--- config.mk ---
export PLATFORM = sky130hd
export DESIGN_NAME = seq_div4_flat
export DESIGN_NICKNAME = d
export VERILOG_FILES = /design/src/rtl/seq_div4_if.sv /design/src/rtl/seq_div4.sv /design/src/flat_wrapper.sv
export SDC_FILE = /design/constraint.sdc
export NUM_CORES = 1
export LEC_CHECK = 0
export CAP_MARGIN = 20
export CELL_PAD_IN_SITES_DETAIL_PLACEMENT = 2
export CELL_PAD_IN_SITES_GLOBAL_PLACEMENT = 2
export CORE_UTILIZATION = 28
export CTS_CLUSTER_DIAMETER = 120
export DETAILED_ROUTE_END_ITERATION = 8
export MAX_ROUTING_LAYER = met4
export PLACE_DENSITY = 0.7
export SETUP_SLACK_MARGIN = 0.1
export SKIP_CTS_REPAIR_TIMING = 1
export SLEW_MARGIN = 15
export SYNTH_ARGS = -nofsm -noshare
export SYNTH_HDL_FRONTEND = slang
export SYNTH_SLANG_ARGS = --single-unit
--- constraint.sdc ---
create_clock -name clk -period 1.97 [get_ports clk]
set_input_delay 0.4925 -clock clk [delete_from_list [all_inputs] [get_ports clk]]
set_output_delay 0.4925 -clock clk [all_outputs]
set_load 0.02 [all_outputs]
--- src/rtl/seq_div4_if.sv ---
// seq_div4_if: start/busy/done handshake and operand/result bus of the
// 4-bit sequential divider.
//   start     : operation request, honoured only while busy is low
//   dividend  : unsigned dividend, sampled on the accepting edge
//   divisor   : unsigned divisor, sampled on the accepting edge
//   quotient  : registered quotient, held until the next completion
//   remainder : registered remainder, held until the next completion
//   busy      : operation in progress
//   done      : one-cycle completion pulse
//   dbz       : divide-by-zero flag of the last completed operation
// master drives requests (bench / client), slave is the divider.
interface seq_div4_if;
    logic       start;
    logic [3:0] dividend;
    logic [3:0] divisor;
    logic [3:0] quotient;
    logic [3:0] remainder;
    logic       busy;
    logic       done;
    logic       dbz;

    modport master (
        output start, dividend, divisor,
        input  quotient, remainder, busy, done, dbz
    );

    modport slave (
        input  start, dividend, divisor,
        output quotient, remainder, busy, done, dbz
    );
endinterface

--- src/rtl/seq_div4.sv ---
// seq_div4: 4-bit unsigned restoring divider, one trial subtraction per
// clock. Four iterations after accept, or a single cycle for a zero divisor.
//   clk : rising-edge clock
//   rst : synchronous active-high reset, dominant over everything else
//   bus : seq_div4_if.slave (start/operands in, results/busy/done/dbz out)
module seq_div4 (
    input  logic         clk,
    input  logic         rst,
    seq_div4_if.slave    bus
);
    localparam logic [0:0] ST_IDLE = 1'b0;
    localparam logic [0:0] ST_CALC = 1'b1;

    logic [0:0] state_r;
    logic [1:0] cnt_r;
    logic [4:0] p_r;        // partial remainder
    logic [3:0] q_r;        // dividend shifting out / quotient shifting in
    logic [3:0] dvs_r;      // captured divisor
    logic [3:0] quotient_r;
    logic [3:0] remainder_r;
    logic       busy_r;
    logic       done_r;
    logic       dbz_r;

    logic [4:0] p_shift_s;
    logic [4:0] t_s;
    logic [4:0] p_next_s;
    logic [3:0] q_next_s;

    // 5-bit trial subtract done as an add of the inverted divisor plus one;
    // bit 4 set means the shifted remainder was smaller than the divisor.
    function automatic logic [4:0] trial_sub(input logic [4:0] a, input logic [3:0] d);
        trial_sub = a + {1'b1, ~d} + 5'd1;
    endfunction

    // One restoring-division step from the current P/Q registers.
    always_comb begin
        p_shift_s = {p_r[3:0], q_r[3]};
        t_s       = trial_sub(p_shift_s, dvs_r);
        p_next_s  = p_shift_s;
        q_next_s  = {q_r[2:0], 1'b0};
        if (t_s[4] == 1'b0) begin
            p_next_s = t_s;
            q_next_s = {q_r[2:0], 1'b1};
        end else begin
            p_next_s = p_shift_s;
            q_next_s = {q_r[2:0], 1'b0};
        end
    end

    // Control FSM, datapath registers and registered outputs.
    always_ff @(posedge clk) begin
        if (rst) begin
            state_r     <= ST_IDLE;
            cnt_r       <= 2'd0;
            p_r         <= 5'd0;
            q_r         <= 4'd0;
            dvs_r       <= 4'd0;
            quotient_r  <= 4'd0;
            remainder_r <= 4'd0;
            busy_r      <= 1'b0;
            done_r      <= 1'b0;
            dbz_r       <= 1'b0;
        end else begin
            case (state_r)
                ST_IDLE: begin
                    done_r <= 1'b0;
                    if (bus.start) begin
                        dvs_r   <= bus.divisor;
                        q_r     <= bus.dividend;
                        p_r     <= 5'd0;
                        cnt_r   <= 2'd0;
                        busy_r  <= 1'b1;
                        state_r <= ST_CALC;
                    end
                end
                ST_CALC: begin
                    if (dvs_r == 4'd0) begin
                        // Q still holds the untouched dividend here.
                        quotient_r  <= 4'hF;
                        remainder_r <= q_r;
                        dbz_r       <= 1'b1;
                        done_r      <= 1'b1;
                        busy_r      <= 1'b0;
                        state_r     <= ST_IDLE;
                    end else begin
                        p_r <= p_next_s;
                        q_r <= q_next_s;
                        if (cnt_r == 2'd3) begin
                            quotient_r  <= q_next_s;
                            remainder_r <= p_next_s[3:0];
                            dbz_r       <= 1'b0;
                            done_r      <= 1'b1;
                            busy_r      <= 1'b0;
                            state_r     <= ST_IDLE;
                        end else begin
                            cnt_r  <= cnt_r + 2'd1;
                            done_r <= 1'b0;
                        end
                    end
                end
                default: begin
                    state_r <= ST_IDLE;
                    busy_r  <= 1'b0;
                    done_r  <= 1'b0;
                end
            endcase
        end
    end

    assign bus.quotient  = quotient_r;
    assign bus.remainder = remainder_r;
    assign bus.busy      = busy_r;
    assign bus.done      = done_r;
    assign bus.dbz       = dbz_r;
endmodule

--- src/flat_wrapper.sv ---
// flat-port wrapper written by rule: the top's interface ports become plain ports
module seq_div4_flat 
  (clk, rst, bus_start, bus_dividend, bus_divisor, bus_quotient, bus_remainder, bus_busy, bus_done, bus_dbz);
  seq_div4_if bus_i ();
  input  logic clk;
  input  logic rst;
  input wire logic [$bits(bus_i.start)-1:0] bus_start;
  input wire logic [$bits(bus_i.dividend)-1:0] bus_dividend;
  input wire logic [$bits(bus_i.divisor)-1:0] bus_divisor;
  output wire logic [$bits(bus_i.quotient)-1:0] bus_quotient;
  output wire logic [$bits(bus_i.remainder)-1:0] bus_remainder;
  output wire logic [$bits(bus_i.busy)-1:0] bus_busy;
  output wire logic [$bits(bus_i.done)-1:0] bus_done;
  output wire logic [$bits(bus_i.dbz)-1:0] bus_dbz;
  assign bus_i.start = bus_start;
  assign bus_i.dividend = bus_dividend;
  assign bus_i.divisor = bus_divisor;
  assign bus_quotient = bus_i.quotient;
  assign bus_remainder = bus_i.remainder;
  assign bus_busy = bus_i.busy;
  assign bus_done = bus_i.done;
  assign bus_dbz = bus_i.dbz;
  seq_div4 u_core (.clk(clk), .rst(rst), .bus(bus_i));
endmodule
# Word level (Yosys, flattened, before mapping)
# Cells that the tools add are included.
[word_totals]
ff_bits = 26
latch_bits = 0
ramBits = 0
mem_bits_ro = 0
input_bits = 11
output_inout_bits = 11
wordCells = 55
memories = 0
[op_classes]
addsub = 3
mul = 0
n_div = 0
order_cmp = 0
eq_ne = 5
shift = 0
mux = 28
bitwise = 2
reduce_logical = 7
[op_table]
columns = ["cell", "n"]
rows = [
  ["4-bit two-way mux", 9],
  ["4-bit one-hot mux with 2 select lines", 2],
  ["1-bit two-way mux", 10],
  ["2-bit AND reduction", 4],
  ["2-bit two-way mux", 3],
  ["2-bit != test, second input constant", 3],
  ["1-bit one-hot mux with 2 select lines", 3],
  ["5-bit by 1-bit adder with 5-bit output, second input constant", 1],
  ["5-bit adder", 1],
  ["4-bit logical NOT", 1],
  ["4-bit NOT", 1],
  ["2-bit one-hot mux with 2 select lines", 1],
  ["3-bit != test, second input constant", 1],
  ["3-bit AND reduction", 1],
  ["2-bit by 1-bit adder with 2-bit output, second input constant", 1],
  ["2-bit equality test, second input constant", 1],
  ["2-bit nonzero test", 1],
  ["1-bit NOT", 1],
]

# Depth between registers and ports, before layout
[logic_depth]
word_depth = 6
depth_mapped = 8
depth_no_buf = 8

# Worst setup path before layout
# No wires, ideal clock.
[synth_timing]
path_kind = "flip-flop to flip-flop"
startpoint = "register u_core.q_r[3]"
endpoint = "register u_core.p_r[1]"
setup_ps = 128
arrival_ps = 1842
required_time_ps = 1842
setup_slack_ps = -1
path_stages_with_launch = 9
path_buffers = 0
synth_period_minus_slack_ps = 1971
path_cell_list = "dfxtp_1 inv_1 ha_1 fa_1 nand2b_1 o2bb2ai_2 xnor2_4 mux2i_1 o32ai_1"
[synth_via]
elab_chain_cells = 5
[synth_rtl]
columns = ["element", "line", "source"]
rows = [
  ["from (decl)", "seq_div4.sv:17", "logic [3:0] q_r;"],
  ["from (signal assigned)", "seq_div4.sv:70", "q_r <= bus.dividend;"],
  ["from (signal assigned)", "seq_div4.sv:88", "q_r <= q_next_s;"],
  ["5-bit adder", "seq_div4.sv:33", "trial_sub = a + {1'b1, ~d} + 5'd1;"],
  ["5-bit by 1-bit adder with 5-bit output", "seq_div4.sv:33", ""],
  ["4-bit two-way mux", "seq_div4.sv:42", "if (t_s[4] == 1'b0) begin"],
  ["4-bit two-way mux", "seq_div4.sv:78", "if (dvs_r == 4'd0) begin"],
  ["4-bit one-hot mux with 2 select lines", "seq_div4.sv:65", "case (state_r)"],
  ["to (signal assigned)", "seq_div4.sv:87", "p_r <= p_next_s;"],
  ["to (decl)", "seq_div4.sv:16", "logic [4:0] p_r;"],
]
# Every way passes these cells. The select of a mux whose other input is x is not followed.
# A chain may end at the register's enable or synchronous reset.

# Worst setup path after layout
[layout_timing]
startpoint = "register u_core.q_r[3]"
endpoint = "register u_core.remainder_r[0] (netlist: u_core.bus.remainder[0])"
[layout_via]
elab_chain_cells = 5
[layout_rtl]
columns = ["element", "line", "source"]
rows = [
  ["5-bit adder", "seq_div4.sv:33", ""],
  ["5-bit by 1-bit adder with 5-bit output", "seq_div4.sv:33", ""],
  ["4-bit two-way mux (*)", "seq_div4.sv:42", ""],
  ["4-bit two-way mux (*)", "seq_div4.sv:89", "if (cnt_r == 2'd3) begin"],
  ["4-bit two-way mux (*)", "seq_div4.sv:78", ""],
  ["to (signal assigned)", "seq_div4.sv:81", "remainder_r <= q_r;"],
  ["to (signal assigned)", "seq_div4.sv:91", "remainder_r <= p_next_s[3:0];"],
  ["to (decl)", "seq_div4.sv:20", "logic [3:0] remainder_r;"],
]
# Mark *: on every way between the ends. The rest lies on a longest branch, timed or not. The select of a mux whose other input is x is not followed.

==> run_results.csv <==
group,metric,value,unit
run_status,status,"complete, but fails checks",
run_status,violations,"DRC, setup timing",
placed_design,dp_hpwl,3046,um
synth,netlist_instances,144,
setup_path,path_class,"reg -> reg",
setup_path,required,2.16,ns
grt,grtUsageTotal,0.1795,
synth,synth_area,0.001315,mm2
layout,nets,191,
sta,setup_viol_count_final,9,
power_and_ir_drop,power_frac_clock,0.295,
floorplanning,io_pins,22,
power_and_ir_drop,p_switching,493.2,uW
layout,final_cell_mix,"29 x nor2_1, 24 x dfxtp_1, 21 x clkdlybuf4s50_1",
hold_path,whs_endpoint,"u_core.cnt_r[0]",
setup_path,start_kind,"flip-flop",
hold_path,hold_depth,2,
floorplanning,dieWidth,70.53,um
power_and_ir_drop,p_seq_frac,0.387,
cts,cts_tree,"built",
sta,finalWorstSetupSlack,-0.1185,ns
setup_path,arrival,2.28,ns
sta,slew_viol_final,0,
detailed_routing,num_vias,1148,
power_and_ir_drop,p_int,1089,uW
power_and_ir_drop,max-vdd-ir-drop,0.2755,mV
setup_path,worstPathCellList,"inv_4, ha_4, fa_2, nand2b_4, o2bb2ai_4, xnor2_4, buf_12, mux2i_2, a211oi_1",
sta,tightest_slew,0.4470,ns
hold_path,hp-class,"reg -> reg",
synth,yosys_warnings,0,
sta,fmax,478.8,MHz
layout,mostFrequentLayoutCell,"nor2_1",
sta,worst_slew_margin_rel,0.7000,
setup_path,critPathMaxFanout,6,
floorplanning,start_util,0.2959,
synth,async_flop_share,0,
detailed_routing,dr.pass1.iters,6,
setup_path,critPathTopFamily,"adder cells",
placed_design,place.gp.congestion,0.7832,
setup_path,crit_path_end_kind,"flip-flop",
grt,overflow,0,
sta,period_needed,2.088,ns
detailed_routing,drtIter0Drc,46,
synth,ys_ff_latch,26,
detailed_routing,drc_errors,4,
power_and_ir_drop,p_leak,0.0006662,uW
synth,synth_edf_count,0,
placed_design,dpl_cell_area,0.001652,mm2
cts,htreeDepth,1,
placed_design,placed_cells,218,
cts,root_buffer,"clkbuf_8",
setup_path,timing.rr.end,"u_core.bus.remainder[0]",
synth,synth-main-ff-cell,"dfxtp_1",
layout,fin_area,0.001821,mm2
grt,antenna_found_initial,0,
layout,syn2layout_area_growth,38.44,%
sta,fin_crit_sh,1.060,
floorplanning,core_area,0.004444,mm2
grt,grt_pass1_wl,6644,um
setup_path,slowest_stage,"dfxtp_2",
setup_path,worst_path_largest_cell_delay,0.37,ns
floorplanning,dieArea,0.004974,mm2
cts,clk_pin_slew,0.10,ns
sta,finClkSkew,0.002052,ns
detailed_routing,wl_per_cell,19.00,um
setup_path,path_buf_inv,2,
sta,hold_viol_final,0,
layout,drive_gt1_frac,0.2139,
floorplanning,die-height,70.53,um
synth,synth_nets,161,
detailed_routing,wirelength,4276,um
cts,cts.path.max_buffers,2,
run,cap_violations,0,
power_and_ir_drop,combPwrFrac,0.318,
power_and_ir_drop,switching_share,0.3118,
placed_design,io_buffer_count,21,
setup_path,rrSetupSlack,-0.12,ns
setup_path,r2r_cells,9,
cts,cts-buffers-inserted,3,
setup_path,reg2reg_from,"u_core.q_r[3]",
detailed_routing,vias_per_cell,5.102,
hold_path,hold_start,"u_core.cnt_r[0]",
detailed_routing,final_antenna_net_count,0,
cts,insertion_delay,0.28,ns
power_and_ir_drop,power_density,868.9,mW/mm2
cts,cts.sinks,26,
layout,diodes,0,
grt,grt_max_degree,29,
synth,synth_cell_types,37,
grt,grt_pass1_vias,1294,
floorplanning,rows,24,
sta,finalHoldWorstSlack,0.4932,ns
synth,ys_seq_area_frac,0.3958,
layout,final_cells,225,
sta,rsz0062_at_grt,"yes",
synth,postSynthAreaPerCell,9.132,um2
-- cells by family after synthesis --
kind of cell             synth area share
AO/OA/AOI/OAI                      0.2017
XOR/XNOR                          0.03426
adder cells (fa/ha/maj)           0.06280
buffers and inverters             0.06566
flip-flops                         0.3958
multiplexers                      0.06090
AND/OR/NAND/NOR                    0.1789
-- sequential cells by signal (all words and copies together) (netlist names) --
name,flops
u_core.dvs_r,4
u_core.q_r,4
u_core.bus.busy,1
u_core.cnt_r,2
u_core.bus.done,1
u_core.p_r,4
u_core.state_r,1
u_core.bus.quotient,4
u_core.bus.dbz,1
u_core.bus.remainder,4
-- final cells by class --
cell class | instances | area, um2
clock buffer | 3 | 41.29
fill | 474 | 2624
timing repair buffer | 33 | 325.3
clock inverter | 1 | 30.03
inverter | 8 | 32.53
sequential | 26 | 523.0
tap | 52 | 65.06
multi-input combinational | 102 | 803.3
-- layer usage --
layer / share of wire / routed length (um) / GRT usage / vias up
met2: 0.54 / 2290 / 0.3215 / 12
met1: 0.44 / 1879 / 0.2145 / 573
li1: - / - / - / 559
met4: 0.0098 / 42 / 0.04000 / 0
met3: 0.015 / 64 / 0.02564 / 4
met5: 0 / 0 / - / -
-- metrics by stage --
step	setup TNS [ns]	utilization	power, uW	worst slack [ns]
floorplan	0	-	895.0	0.07377
global placement	-0.1440	0.3716	1031	-0.06230
detailed placement	-0.7152	0.3716	1056	-0.1523
CTS	-1.015	0.3877	1528	-0.1902
global route	-1.125	0.4096	1652	-0.2039
finish	-0.5035	0.4096	1582	-0.1185
-- worst max path at each step --
stage                     slack (ns)                 endpoint  cells after the start     startpoint
after floorplan                 0.07  u_core.bus.remainder[0]                      8  u_core.q_r[3]
after global placement         -0.06            u_core.p_r[0]                      8  u_core.q_r[3]
after detailed placement       -0.15            u_core.p_r[0]                      8  u_core.q_r[3]
after CTS                      -0.19            u_core.p_r[0]                      8  u_core.q_r[3]
after global routing           -0.20  u_core.bus.remainder[0]                      9  u_core.q_r[3]
final                          -0.12  u_core.bus.remainder[0]                      9  u_core.q_r[3]
-- synth_stat cells, types with 2 or more instances --
master | instances | share of area
clkbuf_1 | 3 | 0.0086
nor2_1 | 29 | 0.083
nand2_1 | 6 | 0.017
clkbuf_8 | 2 | 0.021
o21ai_0 | 3 | 0.011
o32ai_1 | 4 | 0.027
xor2_1 | 2 | 0.013
dfxtp_1 | 26 | 0.40
inv_1 | 8 | 0.023
a21oi_1 | 9 | 0.034
o22ai_1 | 3 | 0.014
a211oi_1 | 6 | 0.034
mux2i_1 | 8 | 0.061
nand2b_1 | 4 | 0.019
ha_1 | 5 | 0.048
buf_2 | 2 | 0.0076
nor3_1 | 3 | 0.011
a211oi_2 | 2 | 0.019
-- worst register-to-register path: stages (launching register included) --
cell and delay [ns]:
dfxtp_2 0.37, inv_4 0.04, ha_4 0.17, fa_2 0.35, nand2b_4 0.16, o2bb2ai_4 0.17
xnor2_4 0.15, buf_12 0.15, mux2i_2 0.16, a211oi_1 0.28
-- power groups by stage --
stage	logic [uW]	clock network, uW	registers, uW
floorplan	256	0	639
detailed placement	433	0	623
finish	503	466	613
CTS	438	479	611
global placement	412	0	619
global route	541	491	620
Note: power is estimated with default switching activity, not from simulation.
